File: src/rtl/ward_alarm_scheduler_pkg.sv
// ---------------------------------------------------------------------------
// ward_alarm_pkg
// Shared constants, the scheduler state enum and a small level helper for the
// ward alarm scheduler.
//   NUM_BEDS : number of beds served by one scheduler
//   LEVEL_W  : width of a severity code (0 = normal, 1..7 = severity)
//   BED_W    : width of a bed index
// ---------------------------------------------------------------------------
package ward_alarm_pkg;

  localparam int NUM_BEDS = 4;
  localparam int LEVEL_W  = 3;
  localparam int BED_W    = 2;

  typedef enum logic [1:0] {
    IDLE  = 2'd0,
    ALERT = 2'd1,
    HOLD  = 2'd2
  } state_e;

  // Larger of two unsigned severity codes.
  function automatic logic [LEVEL_W-1:0] lvl_max(input logic [LEVEL_W-1:0] a,
                                                 input logic [LEVEL_W-1:0] b);
    return (a > b) ? a : b;
  endfunction

endpackage

File: src/rtl/ward_alarm_scheduler_if.sv
// ---------------------------------------------------------------------------
// ward_alarm_scheduler_if
// Bundle between the bed controllers / nurse station and the scheduler.
//   patientWarning : 4 x 3-bit warning codes, bed i at [3i+2:3i]
//   nurseAck       : acknowledge of the presented alert
//   alertValid     : an alert is being presented
//   alertBed       : bed of the presented alert (0 when no alert)
//   alertLevel     : severity of the presented alert (0 when no alert)
//   escalate       : presented alert is unacknowledged for too long
//   pendingMask    : bit i set while bed i holds a non-zero pending level
// master = stimulus side (bed controllers / nurse), slave = scheduler.
// ---------------------------------------------------------------------------
interface ward_alarm_scheduler_if;
  import ward_alarm_pkg::*;

  logic [NUM_BEDS*LEVEL_W-1:0] patientWarning;
  logic                        nurseAck;
  logic                        alertValid;
  logic [BED_W-1:0]            alertBed;
  logic [LEVEL_W-1:0]          alertLevel;
  logic                        escalate;
  logic [NUM_BEDS-1:0]         pendingMask;

  modport master (
    output patientWarning, nurseAck,
    input  alertValid, alertBed, alertLevel, escalate, pendingMask
  );

  modport slave (
    input  patientWarning, nurseAck,
    output alertValid, alertBed, alertLevel, escalate, pendingMask
  );

endinterface

File: src/rtl/ward_alarm_scheduler_bed_select.sv
// ---------------------------------------------------------------------------
// ward_bed_select
// Combinational winner selection: the bed with the highest pending level;
// equal levels are resolved round-robin starting after the last served bed.
//   levels_i      : pending level per bed
//   last_served_i : bed served most recently
//   winner_o      : selected bed (meaningful only when any_o = 1)
//   any_o         : at least one bed has a non-zero pending level
// ---------------------------------------------------------------------------
module ward_bed_select
  import ward_alarm_pkg::*;
(
  input  logic [NUM_BEDS-1:0][LEVEL_W-1:0] levels_i,
  input  logic [BED_W-1:0]                 last_served_i,
  output logic [BED_W-1:0]                 winner_o,
  output logic                             any_o
);

  logic [BED_W-1:0]   idx_s;
  logic [BED_W-1:0]   best_idx_s;
  logic [LEVEL_W-1:0] best_lvl_s;

  // Scan beds in round-robin order; strict '>' keeps the earliest bed of a tie.
  always_comb begin
    idx_s      = last_served_i;
    best_idx_s = last_served_i;
    best_lvl_s = {LEVEL_W{1'b0}};
    for (int k = 32'sd0; k < NUM_BEDS; k++) begin
      idx_s = last_served_i + BED_W'(k + 32'sd1);
      if (levels_i[idx_s] > best_lvl_s) begin
        best_lvl_s = levels_i[idx_s];
        best_idx_s = idx_s;
      end else begin
        best_lvl_s = best_lvl_s;
      end
    end
  end

  assign winner_o = best_idx_s;
  assign any_o    = (best_lvl_s != {LEVEL_W{1'b0}});

endmodule

File: src/rtl/ward_alarm_scheduler.sv
// ---------------------------------------------------------------------------
// ward_alarm_scheduler
// Collects per-bed warnings into sticky pending levels, presents one alert at
// a time to the nurse station, escalates an alert left unacknowledged for
// ACK_TIMEOUT cycles, and idles HOLDOFF cycles after each acknowledge.
//   clock : system clock, rising edge
//   reset : asynchronous, active-high; clears all state and outputs
//   bus   : ward_alarm_scheduler_if.slave (warnings/ack in, alert out)
// ---------------------------------------------------------------------------
module ward_alarm_scheduler
  import ward_alarm_pkg::*;
#(
  parameter int ACK_TIMEOUT = 16,
  parameter int HOLDOFF     = 2
)
(
  input logic                   clock,
  input logic                   reset,
  ward_alarm_scheduler_if.slave bus
);

  localparam int TMR_W  = $clog2(ACK_TIMEOUT) + 1;
  localparam int HOLD_W = $clog2(HOLDOFF + 1) + 1;

  localparam logic [1:0] S_IDLE  = IDLE;
  localparam logic [1:0] S_ALERT = ALERT;
  localparam logic [1:0] S_HOLD  = HOLD;

  logic [1:0]                       state_q, state_d;
  logic [NUM_BEDS-1:0][LEVEL_W-1:0] pending_q, pending_d;
  logic [NUM_BEDS-1:0][LEVEL_W-1:0] warn_s;
  logic [BED_W-1:0]                 last_q, last_d;
  logic [TMR_W-1:0]                 timer_q, timer_d;
  logic [HOLD_W-1:0]                hold_q, hold_d;
  logic                             valid_q, valid_d;
  logic [BED_W-1:0]                 bed_q, bed_d;
  logic [LEVEL_W-1:0]               level_q, level_d;
  logic                             esc_q, esc_d;
  logic [NUM_BEDS-1:0]              mask_q, mask_d;
  logic [BED_W-1:0]                 win_s;
  logic                             any_s;

  // Packed 4x3 view lines up bed i with bits [3i+2:3i].
  assign warn_s = bus.patientWarning;

  ward_bed_select u_sel (
    .levels_i      (pending_q),
    .last_served_i (last_q),
    .winner_o      (win_s),
    .any_o         (any_s)
  );

  // Next-state logic: pending capture, FSM, ack timer and hold counter.
  always_comb begin
    state_d = state_q;
    last_d  = last_q;
    timer_d = timer_q;
    hold_d  = hold_q;
    valid_d = valid_q;
    bed_d   = bed_q;
    level_d = level_q;
    esc_d   = esc_q;
    for (int i = 32'sd0; i < NUM_BEDS; i++) begin
      pending_d[i] = lvl_max(pending_q[i], warn_s[i]);
    end

    case (state_q)
      S_IDLE: begin
        if (any_s) begin
          state_d = S_ALERT;
          valid_d = 1'b1;
          bed_d   = win_s;
          level_d = pending_q[win_s];
          timer_d = {TMR_W{1'b0}};
          esc_d   = 1'b0;
        end else begin
          valid_d = 1'b0;
          bed_d   = {BED_W{1'b0}};
          level_d = {LEVEL_W{1'b0}};
        end
      end

      S_ALERT: begin
        if (bus.nurseAck) begin
          // A fresh warning on the served bed at the ack edge survives.
          pending_d[bed_q] = warn_s[bed_q];
          last_d  = bed_q;
          timer_d = {TMR_W{1'b0}};
          hold_d  = {HOLD_W{1'b0}};
          esc_d   = 1'b0;
          valid_d = 1'b0;
          bed_d   = {BED_W{1'b0}};
          level_d = {LEVEL_W{1'b0}};
          state_d = (HOLDOFF == 32'sd0) ? S_IDLE : S_HOLD;
        end else begin
          // Saturate so a long-ignored alert keeps escalate high forever.
          if (int'(timer_q) < ACK_TIMEOUT) begin
            timer_d = timer_q + TMR_W'(1'b1);
          end else begin
            timer_d = timer_q;
          end
          if (int'(timer_q) + 32'sd1 >= ACK_TIMEOUT) begin
            esc_d = 1'b1;
          end else begin
            esc_d = esc_q;
          end
        end
      end

      S_HOLD: begin
        if (int'(hold_q) + 32'sd1 >= HOLDOFF) begin
          state_d = S_IDLE;
          hold_d  = {HOLD_W{1'b0}};
        end else begin
          hold_d  = hold_q + HOLD_W'(1'b1);
        end
      end

      default: begin
        state_d = S_IDLE;
        valid_d = 1'b0;
        bed_d   = {BED_W{1'b0}};
        level_d = {LEVEL_W{1'b0}};
        esc_d   = 1'b0;
        timer_d = {TMR_W{1'b0}};
        hold_d  = {HOLD_W{1'b0}};
      end
    endcase

    for (int i = 32'sd0; i < NUM_BEDS; i++) begin
      mask_d[i] = |pending_d[i];
    end
  end

  // State and registered outputs; reset clears everything asynchronously.
  always_ff @(posedge clock or posedge reset) begin
    if (reset) begin
      state_q   <= S_IDLE;
      pending_q <= '0;
      last_q    <= BED_W'(NUM_BEDS - 32'sd1);
      timer_q   <= {TMR_W{1'b0}};
      hold_q    <= {HOLD_W{1'b0}};
      valid_q   <= 1'b0;
      bed_q     <= {BED_W{1'b0}};
      level_q   <= {LEVEL_W{1'b0}};
      esc_q     <= 1'b0;
      mask_q    <= {NUM_BEDS{1'b0}};
    end else begin
      state_q   <= state_d;
      pending_q <= pending_d;
      last_q    <= last_d;
      timer_q   <= timer_d;
      hold_q    <= hold_d;
      valid_q   <= valid_d;
      bed_q     <= bed_d;
      level_q   <= level_d;
      esc_q     <= esc_d;
      mask_q    <= mask_d;
    end
  end

  assign bus.alertValid  = valid_q;
  assign bus.alertBed    = bed_q;
  assign bus.alertLevel  = level_q;
  assign bus.escalate    = esc_q;
  assign bus.pendingMask = mask_q;

endmodule

File: src/flat_wrapper.sv
// flat-port wrapper written by rule: the top's interface ports become plain ports
module ward_alarm_scheduler_flat import ward_alarm_pkg::*;
#(
  parameter int ACK_TIMEOUT = 16,
  parameter int HOLDOFF     = 2
)
  (clock, reset, bus_patientWarning, bus_nurseAck, bus_alertValid, bus_alertBed, bus_alertLevel, bus_escalate, bus_pendingMask);
  ward_alarm_scheduler_if bus_i ();
  input logic clock;
  input logic reset;
  input wire logic [$bits(bus_i.patientWarning)-1:0] bus_patientWarning;
  input wire logic [$bits(bus_i.nurseAck)-1:0] bus_nurseAck;
  output wire logic [$bits(bus_i.alertValid)-1:0] bus_alertValid;
  output wire logic [$bits(bus_i.alertBed)-1:0] bus_alertBed;
  output wire logic [$bits(bus_i.alertLevel)-1:0] bus_alertLevel;
  output wire logic [$bits(bus_i.escalate)-1:0] bus_escalate;
  output wire logic [$bits(bus_i.pendingMask)-1:0] bus_pendingMask;
  assign bus_i.patientWarning = bus_patientWarning;
  assign bus_i.nurseAck = bus_nurseAck;
  assign bus_alertValid = bus_i.alertValid;
  assign bus_alertBed = bus_i.alertBed;
  assign bus_alertLevel = bus_i.alertLevel;
  assign bus_escalate = bus_i.escalate;
  assign bus_pendingMask = bus_i.pendingMask;
  ward_alarm_scheduler #(.ACK_TIMEOUT(ACK_TIMEOUT), .HOLDOFF(HOLDOFF)) u_core (.clock(clock), .reset(reset), .bus(bus_i));
endmodule
File: config.mk
export PLATFORM = sky130hd
export DESIGN_NAME = ward_alarm_scheduler_flat
export DESIGN_NICKNAME = d
export VERILOG_FILES = /design/src/rtl/ward_alarm_scheduler_pkg.sv /design/src/rtl/ward_alarm_scheduler_if.sv /design/src/rtl/ward_alarm_scheduler_bed_select.sv /design/src/rtl/ward_alarm_scheduler.sv /design/src/flat_wrapper.sv
export SDC_FILE = /design/constraint.sdc
export NUM_CORES = 1
export LEC_CHECK = 0
export CAP_MARGIN = 40
export CORE_MARGIN = 1
export CORE_UTILIZATION = 59
export DETAILED_ROUTE_END_ITERATION = 12
export PLACE_DENSITY = 0.82
export REMOVE_ABC_BUFFERS = 1
export SETUP_SLACK_MARGIN = 0.15
export SLEW_MARGIN = 30
export SYNTH_ARGS = -nofsm -noshare
export SYNTH_HDL_FRONTEND = slang
export SYNTH_SLANG_ARGS = --single-unit
File: constraint.sdc
create_clock -name clock -period 10.1 [get_ports clock]
set_clock_uncertainty 0.05 [all_clocks]
set_input_delay 2.02 -clock clock [delete_from_list [all_inputs] [get_ports clock]]
set_output_delay 2.02 -clock clock [all_outputs]
set_load 0.05 [all_outputs]
=== Yosys cells after proc, flatten, opt, wreduce, memory -nomap -nowiden ===
Cells that the tools add are included.

* Add/subtract/negate cells: 7
* $lt $le $gt $ge: 18
* Eq/ne operators: 7
* Multiplexer cells: 52
* Bitwise operators: 2
* Reduce and logical (&&, ||, !) cells: 13

{| class="wikitable"
|+ Operators by type and width
! cell !! number
|-
| 2-to-1 mux 3 bit || 18
|-
| binary-select mux 3 bit (select 2 bit) || 6
|-
| >= comparator 32 x 3 -> 1 bit (second input constant) || 1
|-
| >= comparator 32 x 6 -> 1 bit (second input constant) || 1
|-
| 2-to-1 mux 12 bit || 2
|-
| greater-than comparator 3 bit || 7
|-
| less-than comparator 2 x 3 -> 1 bit (second input constant) || 6
|-
| 2-to-1 mux 2 bit || 9
|-
| one-hot mux 3 bit (3 select lines) || 2
|-
| 2-to-1 mux 5 bit || 3
|-
| one-hot mux 5 bit (3 select lines) || 1
|-
| bitwise mux 12 bit || 1
|-
| one-hot mux 2 bit (3 select lines) || 2
|-
| OR reduction 3 bit || 4
|-
| AND reduction 3 bit || 3
|-
| adder 5 x 1 -> 6 bit (second input constant) || 1
|-
| demux 3 bit (select 2 bit) || 1
|-
| inequality test 3 x 2 -> 1 bit (second input constant) || 2
|-
| one-hot mux 1 bit (3 select lines) || 2
|-
| AND reduction 2 bit || 3
|-
| adder 5 x 1 -> 5 bit (second input constant) || 1
|-
| less-than comparator 5 bit (second input constant) || 1
|-
| 2-to-1 mux 1 bit || 5
|-
| adder 2 bit (second input constant) || 2
|-
| 13 further kinds || 15
|}

* Bits in registers: 35
* Input bits: 15
* Output and inout bits: 11
* Word-level logic and storage cells: 112

=== Logic depth before layout (Yosys ltp) ===
Gate-level depths: netlist of the first run.

* Depth after elaboration: 15
* Gate-level depth with buffers: 24
* Depth with buffers taken out: 21

=== Modules after synthesis ===
From an unflattened synthesis of the first run, not the netlist that was laid out.

* Cell total of the unflattened synthesis: 240
* Area, all modules: 2,643.8 um^2

{| class="wikitable"
|+ By module, submodules not included
! module !! times used !! cells an instance !! area an instance (um^2) !! sequential area each (um^2)
|-
| ward_alarm_scheduler || 1 || 174 || 1,945.6 || 878.3
|-
| ward_bed_select || 1 || 66 || 698.2 || 0.0
|}

=== Worst setup path after synthesis of the first run ===
No wires, ideal clock.

* Path kind: flip-flop to flip-flop
* Start: register u_core.last_q[0]
* End: register u_core.level_q[1] (netlist: u_core.bus.alertLevel[1])
* Library setup time: 0.142 ns
* Data arrival time: 5.272 ns
* Required time: 9.908 ns
* Path slack: 4.637 ns
* Stages on the path, launching flop included: 22
* Clock period less this slack: 5.463 ns
* Path through: dfstp_2 > buf_2 > buf_6 > mux4_2 > ha_1 > and3b_1 > o21ai_1 > mux2_2 > inv_1 > ha_1 > nand3b_1 > nand2_1 > nand2_1 > mux2i_1 > ha_1 > a21o_1 > o21a_1 > or3_2 > and2_4 > buf_6 > a2111oi_0 > a311oi_1

* Word-level cells in the longest chain between the ends: 15

{| class="wikitable"
|+ RTL lines
! item !! line !! source
|-
| start, declared || ward_alarm_scheduler.sv:32 || <nowiki>logic [BED_W-1:0] last_q, last_d;</nowiki>
|-
| start signal, assigned || ward_alarm_scheduler.sv:140 || <nowiki>last_q <= BED_W'(NUM_BEDS - 32'sd1);</nowiki>
|-
| start signal, assigned || ward_alarm_scheduler.sv:151 || <nowiki>last_q <= last_d;</nowiki>
|-
| adder 2 x 1 -> 2 bit || ward_alarm_scheduler_bed_select.sv:29 || <nowiki>idx_s = last_served_i + BED_W'(k + 32'sd1);</nowiki>
|-
| binary-select mux 3 bit (select 2 bit) || ward_alarm_scheduler_bed_select.sv:30, ward_alarm_scheduler_bed_select.sv:31 ||
|-
| 2-to-1 mux 3 bit (implied by the code) || ward_alarm_scheduler_bed_select.sv:30, ward_alarm_scheduler_bed_select.sv:31 ||
|-
| greater-than comparator 3 x 1 -> 1 bit || ward_alarm_scheduler_bed_select.sv:30 || <nowiki>if (levels_i[idx_s] > best_lvl_s) begin</nowiki>
|-
| 2-to-1 mux 3 bit || ward_alarm_scheduler_bed_select.sv:30 ||
|-
| greater-than comparator 3 bit || ward_alarm_scheduler_bed_select.sv:30 ||
|-
| 2-to-1 mux 3 bit || ward_alarm_scheduler_bed_select.sv:30 ||
|-
| greater-than comparator 3 bit || ward_alarm_scheduler_bed_select.sv:30 ||
|-
| 2-to-1 mux 3 bit || ward_alarm_scheduler_bed_select.sv:30 ||
|-
| greater-than comparator 3 bit || ward_alarm_scheduler_bed_select.sv:30 ||
|-
| 2-to-1 mux 2 bit || ward_alarm_scheduler_bed_select.sv:30 ||
|-
| binary-select mux 3 bit (select 2 bit) || ward_alarm_scheduler.sv:73 || <nowiki>level_d = pending_q[win_s];</nowiki>
|-
| 2-to-1 mux 3 bit (implied by the code) || ward_alarm_scheduler.sv:73 ||
|-
| 2-to-1 mux 3 bit (*) || ward_alarm_scheduler.sv:69 || <nowiki>if (any_s) begin</nowiki>
|-
| one-hot mux 3 bit (3 select lines) (*) || ward_alarm_scheduler.sv:67 || <nowiki>case (state_q)</nowiki>
|-
| end signal, assigned || ward_alarm_scheduler.sv:145 || <nowiki>level_q <= {LEVEL_W{1'b0}};</nowiki>
|-
| end signal, assigned || ward_alarm_scheduler.sv:156 || <nowiki>level_q <= level_d;</nowiki>
|-
| end, declared || ward_alarm_scheduler.sv:37 || <nowiki>logic [LEVEL_W-1:0] level_q, level_d;</nowiki>
|}

Every way passes the cells marked *; elsewhere a longest branch is shown, timed or not. The select of a mux whose other input is x is not followed.
A chain may end at the register's enable or synchronous reset.

=== Worst setup path after layout of the first run ===
Same ends and word-level chain as after synthesis.

==> results.sh, run 1 <==
export IMPL_ys_seq_area_frac=0.338
export IMPL_syn_inst=252
export IMPL_placed_cell_area_mm2=0.00287
export IMPL_yosys_area_top_type="dfrtp_1"
export IMPL_core_mm2=0.00412
export IMPL_status="finished clean"
export IMPL_maxCapViolations=0
export IMPL_grt_pass1_vias=2008
export IMPL_layout_commonest_cell="dfrtp_1"
export IMPL_layout_drive_gt1_share=0.171
export IMPL_first_iter_violations=153
export IMPL_dieArea_mm2=0.00468
export IMPL_avgSynthCellArea_um2=10.3
export IMPL_fin_crit_ns=5.81
export IMPL_synth_top_area_share=0.317
export IMPL_cts_setup_buffers=0
export IMPL_hp_class="reg -> reg"
export IMPL_htree_levels=2
export IMPL_yosys_warnings=0
export IMPL_reg2regPathDepth=18
export IMPL_port_buffers=25
export IMPL_cp_arrival_ns=5.91
export IMPL_drcViolationCount=0
export IMPL_numCtsBuffers=5
export IMPL_min_path_cells=2
export IMPL_io_pins=26
export IMPL_antenna_found_initial=0
export IMPL_die_w_um=68.4
export IMPL_use_met1=0.374
export IMPL_nets=318
export IMPL_synth_area_mm2=0.00260
export IMPL_fill_cells=291
export IMPL_period_share=0.575
export IMPL_vias=2094
export IMPL_clk_latency_ns=0.29
export IMPL_wl_per_cell_um=17.0
export IMPL_cts_tree="built"
export IMPL_area_delta_synth_final_pct=15.2
export IMPL_fp_row_count=23
export IMPL_setup_slack_ns=4.29
export IMPL_antennaDiodeCount=0
export IMPL_max_slew_margin=0.586
export IMPL_start_util=0.632
export IMPL_worstSetupPathType="reg -> reg"
export IMPL_slew_viol_final=0
export IMPL_grt_pass1_wl_um=9400
export IMPL_critPathRequiredTime_ns=10.20
export IMPL_end_kind="flip-flop"
export IMPL_tightest_slew_ns=0.617
export IMPL_path_max_fanout=17
export IMPL_drt_total_wl_um=5610
export IMPL_die_h_um=68.4
export IMPL_hpwlAfterDp_um=4180
export IMPL_max_freq_mhz=172
export IMPL_globalRouteOverflowTotal=0
export IMPL_synth_edff_count=0
export IMPL_rsz0062_at_grt="no"
export IMPL_cts_repair_resize_count=0
export IMPL_ys_flop_type="dfrtp_1"
export IMPL_yosys_top_cells_area="dfrtp_1, ha_1, mux4_2"
export IMPL_firstDrtPassIters=5
export IMPL_grt_util_all_layers=0.278
export IMPL_grt_use_met3=0.0650
export IMPL_clock_path_buffers=2
export IMPL_clk_pin_slew_worst_paths_ns=0.08
export IMPL_hold_violations=0
export IMPL_ys_ff_latch=35
export IMPL_pre_cts_slack_ns=4.37
export IMPL_synth_cell_types=52
export IMPL_async_flop_share=1.00
export IMPL_cts_root_buf="clkbuf_8"
export IMPL_timing_hold_ws_ns=0.444
export IMPL_mostFrequentLayoutCells="dfrtp_1, inv_1, clkdlybuf4s50_1"
export IMPL_gp_congestion=0.822
export IMPL_tns_ns=0
export IMPL_met2_usage=0.430
export IMPL_final_area_mm2=0.00300
export IMPL_grt_start_max_net_pins=36
export IMPL_finalSetupViolCount=0
export IMPL_cts_hold_fix_buffers=0
export IMPL_antenna_left=0
export IMPL_clock_sinks=35
export IMPL_grt_busiest_layer="met2"
export IMPL_viasPerCell=6.35
export IMPL_crit_path_start_kind="flip-flop"
==> registers in the layout, summed over array words and instances, names as in the netlist <==
| name | flops |
|---|---|
| u_core.state_q | 2 |
| u_core.timer_q | 5 |
| u_core.pending_q | 12 |
| u_core.bus.alertValid | 1 |
| u_core.bus.alertBed | 2 |
| u_core.bus.pendingMask | 4 |
| u_core.bus.escalate | 1 |
| u_core.last_q | 2 |
| u_core.hold_q | 3 |
| u_core.bus.alertLevel | 3 |
==> stage by stage <==
step | instances | util
global placement | 321 | 0.697
CTS | 329 | 0.727
floorplan | 245 | -
global route | 330 | 0.728
detailed placement | 321 | 0.697
finish | 330 | 0.728
==> path summary, 6_finish.rpt <==
check / to / startpoint / slack, ns
min in group asynchronous: u_core.hold_q[0] / reset / 2.09
max: u_core.bus.alertLevel[1] / u_core.last_q[0] / 4.29
max in group asynchronous: u_core.last_q[0] / reset / 7.55
max reg2reg: u_core.bus.alertLevel[1] / u_core.last_q[0] / 4.29
min: u_core.bus.alertValid / u_core.bus.alertValid / 0.44
min reg2reg: u_core.bus.alertValid / u_core.bus.alertValid / 0.44
==> worst max-delay path: stages, from the launching register on <==
cell and delay [ns]:
dfstp_2 0.78, mux4_2 0.58, ha_1 0.34, and3b_1 0.21
o21ai_1 0.29, mux2_2 0.40, inv_1 0.06, ha_1 0.23
nand3b_1 0.11, nand2_1 0.11, nand2_1 0.12, mux2i_1 0.33
ha_1 0.31, a21o_1 0.19, o21a_1 0.22, a211oi_1 0.52
xnor2_2 0.23, a2111oi_0 0.47, a311oi_1 0.12
==> logic make-up after synthesis <==
logic type	count (synthesis)	synth area share
AO/OA/AOI/OAI	59	0.156
XOR/XNOR	2	0.00962
adder cells (fa/ha/maj)	24	0.115
buffers and inverters	36	0.0616
flip-flops	35	0.338
multiplexers	33	0.193
AND/OR/NAND/NOR	63	0.126
==> per-layer routing <==
metal	wire, um	share of wire
met5	0	0
met2	2630	0.47
met1	2480	0.44
met4	124	0.022
met3	369	0.066
==> synthesized netlist by cell type, drive strengths merged, types with 2 or more instances <==
cell     count
a21o         7
a2111oi      2
and2         6
mux2i        6
nand2       23
a31oi        8
or2          3
a211oi       2
or3          6
nor2         6
ha          24
mux2        15
clkbuf       2
a21boi       3
a31o         2
and3         2
dfrtp       33
mux4        12
nor3         2
o21ai       11
a21oi       12
dfstp        2
o21a         3
nand3b       2
nand3        9
a311oi       3
buf          5
inv         29
==> cell type report <==
type / instances / area (um2) / share of cell area
clock buffer: 6 / 82.6 / 0.0276
sequential: 35 / 878 / 0.293
tap: 50 / 62.6 / 0.0209
multi-input combinational: 181 / 1560 / 0.522
clock inverter: 2 / 38.8 / 0.0129
inverter: 29 / 109 / 0.0363
timing repair buffer: 27 / 263 / 0.0877
Power of run 1 is left out: the tool's default activity adds up to more than one toggle a clock period on the data nets, which glitch-free logic cannot reach.
==> run 2, diff against run 1 <==
CORE_UTILIZATION = 57   (was 59)
PLACE_DENSITY = 0.8   (was 0.82)
clock period = 5.85 ns   (was 10.1 ns; I/O delays follow)
==> results.sh, run 2 (same netlist as run 1, synthesis figures left out) <==
export IMPL_status="finished clean"
export IMPL_cts_root_buf="clkbuf_8"
export IMPL_globalRouteOverflowTotal=0
export IMPL_dieArea_mm2=0.00484
export IMPL_clk_pin_slew_worst_paths_ns=0.08
export IMPL_rsz0062_at_grt="yes"
export IMPL_reg2regPathDepth=20
export IMPL_regMostFlops="u_core.pending_q"
export IMPL_max_slew_margin=0.670
export IMPL_antenna_left=0
export IMPL_drt_total_wl_um=5560
export IMPL_critPathRequiredTime_ns=5.95
export IMPL_slew_viol_final=0
export IMPL_worstHoldEndpoint="u_core.bus.alertValid"
export IMPL_hp_class="reg -> reg"
export IMPL_io_pins=26
export IMPL_antenna_found_initial=0
export IMPL_path_cells="mux4_2, ha_1, and3b_1, o21ai_2, mux2_2, inv_1, ha_1, nand3b_1, nand2_1, nand2_1, mux2_2, inv_1, ha_1, inv_1, a21o_1, o21a_1, or3_2, and2_4, a2111oi_1, a311oi_1"
export IMPL_reg2reg_slack_ns=0.34
export IMPL_end_kind="flip-flop"
export IMPL_area_delta_synth_final_pct=18.3
export IMPL_start_util=0.593
export IMPL_r2r_end="u_core.bus.alertLevel[2]"
export IMPL_period_share=0.942
export IMPL_first_iter_violations=124
export IMPL_vias=2082
export IMPL_cpMaxStageDelayCell="dfstp_4"
export IMPL_viasPerCell=6.09
export IMPL_worstSetupPathType="reg -> reg"
export IMPL_hpwlAfterDp_um=4130
export IMPL_drcViolationCount=0
export IMPL_mostFrequentLayoutCells="dfrtp_1, inv_1, clkdlybuf4s50_1"
export IMPL_max_freq_mhz=181
export IMPL_firstDrtPassIters=4
export IMPL_core_mm2=0.00438
export IMPL_hold_violations=0
export IMPL_crit_family="multiplexers"
export IMPL_worstReg2RegStart="u_core.last_q[0]"
export IMPL_largest_reg_flops=12
export IMPL_clock_sinks=35
export IMPL_path_max_fanout=9
export IMPL_final_core_util=0.702
export IMPL_grt_start_max_net_pins=36
export IMPL_clk_latency_ns=0.29
export IMPL_layout_commonest_cell="dfrtp_1"
export IMPL_htree_levels=2
export IMPL_fp_row_count=24
export IMPL_grt_pass1_vias=1944
export IMPL_nets=328
export IMPL_grt_util_all_layers=0.248
export IMPL_cp_slowest_stage_delay_ns=0.69
export IMPL_antennaDiodeCount=0
export IMPL_die_w_um=69.6
export IMPL_hold_start="u_core.bus.alertValid"
export IMPL_tightest_slew_ns=0.493
export IMPL_wl_per_cell_um=16.2
export IMPL_fin_crit_ns=5.51
export IMPL_cp_arrival_ns=5.61
export IMPL_tns_ns=0
export IMPL_maxCapViolations=0
export IMPL_crit_path_start_kind="flip-flop"
export IMPL_gp_congestion=0.834
export IMPL_numCtsBuffers=5
export IMPL_layout_drive_gt1_share=0.210
export IMPL_finalSetupViolCount=0
export IMPL_cts_tree="built"
export IMPL_cp_num_buf_inv=3
export IMPL_die_h_um=69.6
export IMPL_port_buffers=25
export IMPL_clock_path_buffers=2
export IMPL_min_path_cells=2
export IMPL_grt_pass1_wl_um=9430
==> run 2: cell count changes in the layout (fill, tap and decap cells not counted), moves of 2 or more <==
cell	before	now
mux2i_1	6	4
a2111oi_0	2	0
a2111oi_1	0	2
buf_4	1	12
mux2i_2	0	2
==> run 2: layout make-up <==
type                    instances  area [um2]
fillers                       333        1310
inverters                      29         109
clock buffers                   8         100
multi-input cells             181        1580
flip-flops and latches         35         882
well taps                      52        65.1
repair buffers                 37         340
==> run 2: how the worst max path moves through the flow <==
stage	startpoint	end	slack, ns	cells after the start
after floorplan	u_core.last_q[0]	u_core.bus.alertLevel[1]	0.54	18
final	u_core.last_q[0]	u_core.bus.alertLevel[2]	0.34	20
after detailed placement	u_core.last_q[0]	u_core.bus.alertLevel[2]	0.09	18
after CTS	u_core.last_q[0]	u_core.bus.alertLevel[2]	0.16	18
after global placement	u_core.last_q[0]	u_core.bus.alertLevel[2]	0.33	18
after global routing	u_core.last_q[0]	u_core.bus.alertLevel[1]	0.09	20
==> run 2: stage by stage <==
stage	cells	area, um2	hold slack [ns]	setup slack [ns]
floorplan	245	2550	0.416	0.542
global placement	326	2900	0.412	0.331
detailed placement	326	2900	0.412	0.0944
CTS	334	3000	0.429	0.156
global route	342	3080	0.479	0.0871
finish	342	3080	0.424	0.340
==> run 2: what timing repair did <==
item / 4_1_cts / 5_1_grt
gates resized for setup: 1 / 6
hold buffers: 0 / 0
setup buffers: 0 / 8
setup endpoints to repair: 1 / 3
==> run 2: routing by layer <==
| metal | GRT usage | wire, um |
|---|---|---|
| met3 | 0.0480 | 270 |
| met4 | 0.0612 | 53 |
| met1 | 0.372 | 2700 |
| met2 | 0.373 | 2530 |
| met5 | 0 | 0 |
==> run 2: tightest hold or removal path: stages, from the launching register on <==
cell     delay (ns)
dfrtp_1        0.34
nand2_1        0.05
nand2_1        0.05
Power of run 2 is left out for the same reason.
==> run 3, diff against run 2 <==
ABC_AREA = 1   (was not set)
CORE_UTILIZATION = 59   (was 57)
PLACE_DENSITY = 0.81   (was 0.8)
==> results.sh, run 3 <==
export IMPL_numCtsBuffers=5
export IMPL_final_area_mm2=0.00333
export IMPL_clock_path_buffers=2
export IMPL_fill_cells=416
export IMPL_worstSetupPathType="reg -> reg"
export IMPL_regMostFlops="u_core.pending_q"
export IMPL_wl_per_cell_um=12.5
export IMPL_antenna_found_initial=0
export IMPL_start_util=0.619
export IMPL_core_mm2=0.00475
export IMPL_period_share=0.838
export IMPL_crit_family="simple AND/OR/NAND/NOR gates"
export IMPL_clock_sinks=35
export IMPL_grt_util_all_layers=0.275
export IMPL_drt_total_wl_um=6530
export IMPL_placed_cell_area_mm2=0.00323
export IMPL_synth_edff_count=0
export IMPL_cts_tree="built"
export IMPL_drcViolationCount=0
export IMPL_clk_latency_ns=0.30
export IMPL_rsz0062_at_grt="no"
export IMPL_async_flop_share=1.00
export IMPL_synth_cell_types=33
export IMPL_first_iter_violations=177
export IMPL_layout_drive_gt1_share=0.110
export IMPL_synth_area_mm2=0.00295
export IMPL_antennaDiodeCount=0
export IMPL_setup_slack_ns=0.946
export IMPL_firstDrtPassIters=5
export IMPL_cp_slowest_stage_delay_ns=0.80
export IMPL_tightest_slew_ns=0.588
export IMPL_avgSynthCellArea_um2=6.91
export IMPL_slew_viol_final=0
export IMPL_cpMaxStageDelayCell="dfstp_2"
export IMPL_end_kind="flip-flop"
export IMPL_max_freq_mhz=204
export IMPL_pre_cts_slack_ns=0.969
export IMPL_die_w_um=72.7
export IMPL_cp_arrival_ns=5.04
export IMPL_yosys_area_top_type="dfrtp_1"
export IMPL_dieArea_mm2=0.00528
export IMPL_hpwlAfterDp_um=5190
export IMPL_yosys_top_cells_area="dfrtp_1, nand2_1, ha_1"
export IMPL_grt_pass1_wl_um=11200
export IMPL_multiInputGateArea_mm2=0.00174
export IMPL_max_slew_margin=0.606
export IMPL_htree_levels=2
export IMPL_cts_root_buf="clkbuf_8"
export IMPL_hold_violations=0
export IMPL_synthTopCellsByCount="nand2_1, inv_1, nand3_1"
export IMPL_synth_most_common_cell="nand2_1"
export IMPL_ys_flop_type="dfrtp_1"
export IMPL_cts_hold_fix_buffers=0
export IMPL_critPathRequiredTime_ns=5.99
export IMPL_nets=492
export IMPL_cp_num_buf_inv=3
export IMPL_area_delta_synth_final_pct=13.0
export IMPL_fin_cells=521
export IMPL_largest_reg_flops=12
export IMPL_yosys_warnings=0
export IMPL_gp_congestion=0.877
export IMPL_maxCapViolations=0
export IMPL_cts_setup_buffers=0
export IMPL_syn_inst=426
export IMPL_io_pins=26
export IMPL_vias=2777
export IMPL_fin_crit_ns=4.90
export IMPL_crit_path_start_kind="flip-flop"
export IMPL_clk_pin_slew_worst_paths_ns=0.08
export IMPL_antenna_left=0
export IMPL_ys_seq_area_frac=0.298
export IMPL_regArea_um2=878
export IMPL_layout_commonest_cell="nand2_1"
export IMPL_tns_ns=0
export IMPL_synth_top_area_share=0.280
export IMPL_path_max_fanout=23
export IMPL_ys_ff_latch=35
export IMPL_viasPerCell=5.33
export IMPL_crit_path_frequent_cell="nand2_1"
export IMPL_die_h_um=72.7
export IMPL_grt_pass1_vias=2515
export IMPL_mostFrequentLayoutCells="nand2_1, inv_1, nand3_1"
export IMPL_finalSetupViolCount=0
export IMPL_status="finished clean"
export IMPL_globalRouteOverflowTotal=0
export IMPL_grt_start_max_net_pins=36
export IMPL_hp_class="reg -> reg"
export IMPL_port_buffers=25
export IMPL_post_place_cells=513
export IMPL_cts_repair_resize_count=0
export IMPL_fp_row_count=25
## run 3: kinds of logic (layout without fill, tap and decap cells)
kind of cell | count (synthesis) | in the layout | synth area share
simple gates | 216 | 216 | 0.339
buf+inv | 78 | 106 | 0.110
compound gates | 72 | 72 | 0.148
flops | 35 | 35 | 0.298
fa+ha+maj | 24 | 24 | 0.102
xor+xnor | 1 | 1 | 0.00297
## run 3: worst min-delay path: stages, from the launching register on
cell     delay [ns]
dfrtp_1        0.35
nand2_1        0.05
nand2_1        0.04
## run 3: area by class of cell
| class | count | share of cell area |
|---|---|---|
| clock buffer | 5 | 0.0207 |
| clock inverter | 3 | 0.00715 |
| inverter | 72 | 0.0812 |
| multi-input combinational | 313 | 0.524 |
| sequential | 35 | 0.264 |
| tap | 67 | 0.0252 |
| timing repair buffer | 26 | 0.0775 |
## run 3: per-stage QoR
step                hold WS [ns]   util
floorplan                  0.403      -
global placement           0.407  0.680
detailed placement         0.407  0.680
CTS                        0.428  0.700
global route               0.459  0.700
finish                     0.421  0.700
## run 3: final timing paths
| kind | startpoint | to | slack [ns] | cells past startpoint |
|---|---|---|---|---|
| worst min-delay path | u_core.bus.escalate | u_core.bus.escalate | 0.42 | 2 |
| min in group asynchronous | reset | u_core.timer_q[1] | 1.22 | 3 |
| worst max register to register | u_core.last_q[0] | u_core.bus.alertLevel[2] | 0.95 | 33 |
| max in group asynchronous | reset | u_core.last_q[1] | 4.18 | 3 |
| worst min register to register | u_core.bus.escalate | u_core.bus.escalate | 0.42 | 2 |
| worst max-delay path | u_core.last_q[0] | u_core.bus.alertLevel[2] | 0.95 | 33 |
## run 3: metal layers
layer / track usage / wire (um) / share of wire
met1: 0.388 / 3150 / 0.48
met2: 0.425 / 2870 / 0.44
met3: 0.0525 / 403 / 0.062
met4: 0.0893 / 107 / 0.016
met5: 0 / 0 / 0
Power of run 3 is left out for the same reason.
==> variant 1, RTL diff (config.mk and constraints of run 3) <==
The package constant `NUM_BEDS` goes from 4 to 6.
--- a/src/rtl/ward_alarm_scheduler_pkg.sv
+++ b/src/rtl/ward_alarm_scheduler_pkg.sv
@@ -9,5 +9,5 @@
 package ward_alarm_pkg;
 
-  localparam int NUM_BEDS = 4;
+  localparam int NUM_BEDS = 6;
   localparam int LEVEL_W  = 3;
   localparam int BED_W    = 2;
Ports: changed (resized bus_patientWarning and bus_pendingMask); port bits go from 26 to 34. The function was not compared with the original's and may differ.
==> variant 1 against run 3 <==
  * The flow now stops in 5_1_grt
  * Area after synthesis increased by 23%
==> variant 1: results (changes against run 3) <==
** Global routing
- Global routing used 99.5% of the available tracks.
- The total overflow left after global routing is 660.
- Pin count of the biggest net entering global routing :: 44

** CTS
- Number of buffers created by CTS :: 5 (unchanged)
- Bufs on Longest Clock Path :: 2 (unchanged)
- H-tree depth reported by CTS :: 2 (unchanged)
- The root buffer cell is clkbuf_8 (unchanged).

** Synth
- Fraction of registers with async set/reset :: 100% (unchanged)
- Share of synthesized area occupied by flip-flops and latches :: 29.6% (was 29.8%)
- The count of unique library cells instantiated by Yosys came to 36 (was 33).
- Area contributors post-synth :: dfrtp_1 (29%), nand2_1 (16%), ha_1 (12%) (was dfrtp_1 (28%), nand2_1 (16%), ha_1 (10%))
- Top post-synthesis cells by count :: nand2_1 (158), inv_1 (93), nand3_1 (68) (was nand2_1 (128), inv_1 (67), nand3_1 (35))
- The register bit total from synthesis is 43 (was 35).
- Synthesis warning total :: 0 (unchanged)

** Outcome
- Stop stage :: 5_1_grt
- Error that halted the flow :: [ERROR GRT-0232] Routing congestion too high. Check the congestion heatmap in the GUI.
- Outcome :: aborted with a tool error (was completed)

** STA
- Worst endpoint from the post-global-route timing repair :: u_core.timer_q[0]$_DFFE_PP0P_/D
- After the last repair the worst path ends at a register data pin.

** Placed design
- The port buffer count was 33 (was 25).
- Setup slack after placement :: -0.497 ns (was 0.969 ns)
- The global placement routability congestion was 0.973 (was 0.877).
- The estimated wirelength of the detail-placed design was 7400 um (was 5190 um).
## variant 1: changes by cell type after synthesis, moves of 5 or more
cell,run 3,this run
dfrtp_1,33,42
ha_1,24,36
o21ai_1,11,3
nand2_1,128,158
nand3_1,35,68
nor2_1,16,21
inv_1,67,93
## variant 1: cells by family after synthesis
kind of cell | count (synthesis) | share of synthesized area [%]
DFF | 43 | 29.6
adders and majority gates | 36 | 12.4
AOI/OAI and AO/OA | 70 | 11.4
and+or+nand+nor | 284 | 35.0
buffers and inverters | 102 | 11.5
## variant 1: timing repair
action | CTS
gates cloned | 1
setup endpoints to repair | 13
pin swaps | 36
hold buffers | 0
gates resized for setup | 102
setup buffers | 77
## variant 1: per-stage QoR
step,cells,setup TNS [ns],cell area [sq um]
CTS,772,-0.258,5470
floorplan,528,-0.320,3570
detailed placement,686,-5.03,4390
global placement,686,-1.25,4390
## variant 1: per-layer routing
layer,track usage (%),GRT overflow
met5,30.9,1
met4,121,160
met3,63.9,6
met2,140,490
met1,85.2,3
==> variant 2, RTL diff (config.mk and constraints of run 3) <==
Made on the original files. Reset style: synchronous (`reset`), changed in one clocked block. Comments in the files are not updated.
--- a/src/rtl/ward_alarm_scheduler.sv
+++ b/src/rtl/ward_alarm_scheduler.sv
@@ -134,5 +134,5 @@
 
   // State and registered outputs; reset clears everything asynchronously.
-  always_ff @(posedge clock or posedge reset) begin
+  always_ff @(posedge clock) begin
     if (reset) begin
       state_q   <= S_IDLE;
Check against the original RTL: differs if reset is asserted again (counterexample within 4 cycles, from zero or initial values and one cycle with reset high); with reset held inactive, the same outputs for 10 cycles.
==> variant 2 against run 3 <==
  * Setup slack improved by 0.21 ns
  * Via count rose by 4.3%
  * Final area decreased by 4.4%
  * Area after synthesis fell by 4.2%
  * Wire length is 2.7% higher
  * First-iteration DRC count grew 40%
  * Hold slack got worse by 0.012 ns
  * Sequential cell count is the same
  * Synthesized cell count is 7.0% higher
  * Largest cell class unchanged
  * Fmax rose by 4.4%
Power is not shown: default switching activity piles up to over one toggle a cycle in this logic, so the estimate is an artifact.
==> variant 2: results (changes against run 3) <==
** Synth
- Synthesis warning total :: 0 (unchanged)
- The most common flop cell mapped by yosys is dfxtp_1 (was dfrtp_1).
- Fraction of registers with async set/reset :: 0% (was 100%)
- Count of flip-flops with a built-in enable after synthesis :: 0 (unchanged)
- Area contributors post-synth :: dfxtp_1 (25%), nand2_1 (18%), ha_1 (11%) (was dfrtp_1 (28%), nand2_1 (16%), ha_1 (10%))
- The count of unique library cells instantiated by Yosys came to 35 (was 33).
- The sequential share of the synthesized area came to 24.8% (was 29.8%).
- Top post-synthesis cells by count: nand2_1 (132), inv_1 (70), nor2_1 (36) (was nand2_1 (128), inv_1 (67), nand3_1 (35)).

** Global routing
- The combined global-route utilization of all metal layers came to 28.1% (was 27.5%).
- Initial antenna violation count :: 0 (unchanged)
- The number of global-route vias before repair was 2536 (was 2515).
- The first-pass GRT wire length came to 11300 um (was 11200 um).
- Pin count of the biggest net entering global routing :: 26 (was 36)

** CTS
- Insertion delay to the later sink of the worst-skew pair :: 0.29 ns
- The TritonCTS buffer count came to 5 (unchanged).
- H-tree depth reported by CTS :: 2 (unchanged)
- The number of buffers on the longest clock path is 2 (unchanged).
- Count of instances resized after the clock tree is built :: 0 (unchanged)
- CTS root buffer :: clkbuf_8 (unchanged)
- Clock-pin slew on the worst setup and hold paths :: 0.07 ns

** Outcome
- Outcome: completed (unchanged).

** Critical path
- Critical path arrival :: 4.84 ns (was 5.04 ns)
- The depth of the most critical reg-to-reg path came to 38 (was 33).
- The source of the worst register-to-register timing path is u_core.last_q[0] (unchanged).
- Reg2reg setup slack :: 1.15 ns (was 0.95 ns)
- Critical Path Slowest Stage Cell :: dfxtp_1 (was dfstp_2)
- The biggest fanout along the worst timing path came to 20 (was 23).
- The reg-to-reg endpoint is u_core.bus.alertLevel[0] (was u_core.bus.alertLevel[2]).
- The type of the worst setup path was reg -> reg (unchanged).
- Slowest stage delay, CP :: 0.45 ns (was 0.80 ns)

** Flow run
- Count of maximum capacitance violations :: 0 (unchanged)

** Detailed routing
- WL final :: 6700 um (was 6530 um)
- The detailed router's first-iteration violation count is 247 (was 177).
- Number of vias after detailed routing :: 2897 (was 2777)

** Worst hold path
- Hold crit path type :: reg -> reg (unchanged)

** Placed design
- Gp weighted congestion :: 0.906 (was 0.877)
- HPWL after DPL :: 5380 um (was 5190 um)

** STA
- Final number of hold-violating endpoints :: 0 (unchanged)
- Remaining max-slew budget at the tightest pin :: 66.3% (was 60.6%)

** Finish
- Number of nets in the finished design :: 521 (was 492)
- The antenna diode count was 0 (unchanged).
- The most flop-heavy register is u_core.pending_q (unchanged).
- The share of final-layout standard cells stronger than drive strength 1 is 6.42% (was 11.0%).
- Filler cells :: 422 (was 416)
==> variant 2: cell families after synthesis <==
family	Yosys count	synth area share (%)
buffers and inverters	82	12.3
flip-flops	35	24.8
AND/OR/NAND/NOR	228	34.7
multiplexers	2	0.754
XOR/XNOR	2	0.621
AO/OA/AOI/OAI	83	16.1
adder cells (fa/ha/maj)	24	10.6
==> variant 2: routing by layer <==
metal,vias up,part of all wire (%),track usage [%]
li1,1515,-,-
met1,1280,45,37.6
met2,88,46,46.7
met3,14,6.4,3.99
met4,0,1.8,9.11
met5,-,0,0
==> variant 2: how the worst min path moves through the flow <==
| stage | from | end | slack (ns) | depth (start not counted) |
|---|---|---|---|---|
| after global placement | u_core.bus.escalate | u_core.bus.escalate | 0.39 | 2 |
| after CTS | u_core.bus.escalate | u_core.bus.escalate | 0.41 | 2 |
| after global routing | u_core.bus.alertLevel[2] | u_core.bus.alertLevel[2] | 0.43 | 2 |
| after detailed placement | u_core.bus.escalate | u_core.bus.escalate | 0.39 | 2 |
| after floorplan | u_core.hold_q[2] | u_core.hold_q[2] | 0.39 | 2 |
| final | u_core.bus.escalate | u_core.bus.escalate | 0.41 | 2 |
==> variant 2: critical path: cells and delay by family, from the launching register on <==
family / cells / cell delay, ns
and+or+nand+nor: 26 / 2.42
DFF: 1 / 0.45
adders and majority gates: 3 / 0.86
buffers and inverters: 9 / 0.81
==> variant 2: area by class of cell <==
class | instances | area, sq um | share of cell area, %
Multi-Input combinational cell | 339 | 1770 | 55.8
Sequential cell | 35 | 701 | 22.0
Inverter | 74 | 283 | 8.89
Timing Repair Buffer | 27 | 277 | 8.69
Clock buffer | 7 | 76.3 | 2.40
Tap cell | 52 | 65.1 | 2.05
Clock inverter | 1 | 5.00 | 0.157
==> variant 2: stage by stage <==
step / hold WS (ns) / instance area [sq um] / worst slack [ns] / util [%] / std cells
final: 0.409 / 3180 / 1.15 / 71.1 / 535
after global routing: 0.435 / 3180 / 0.591 / 71.1 / 535
after CTS: 0.409 / 3150 / 0.860 / 70.5 / 533
after detailed placement: 0.394 / 3070 / 0.880 / 68.7 / 525
after global placement: 0.390 / 3070 / 1.01 / 68.7 / 525
after floorplan: 0.392 / 2760 / 1.45 / - / 448
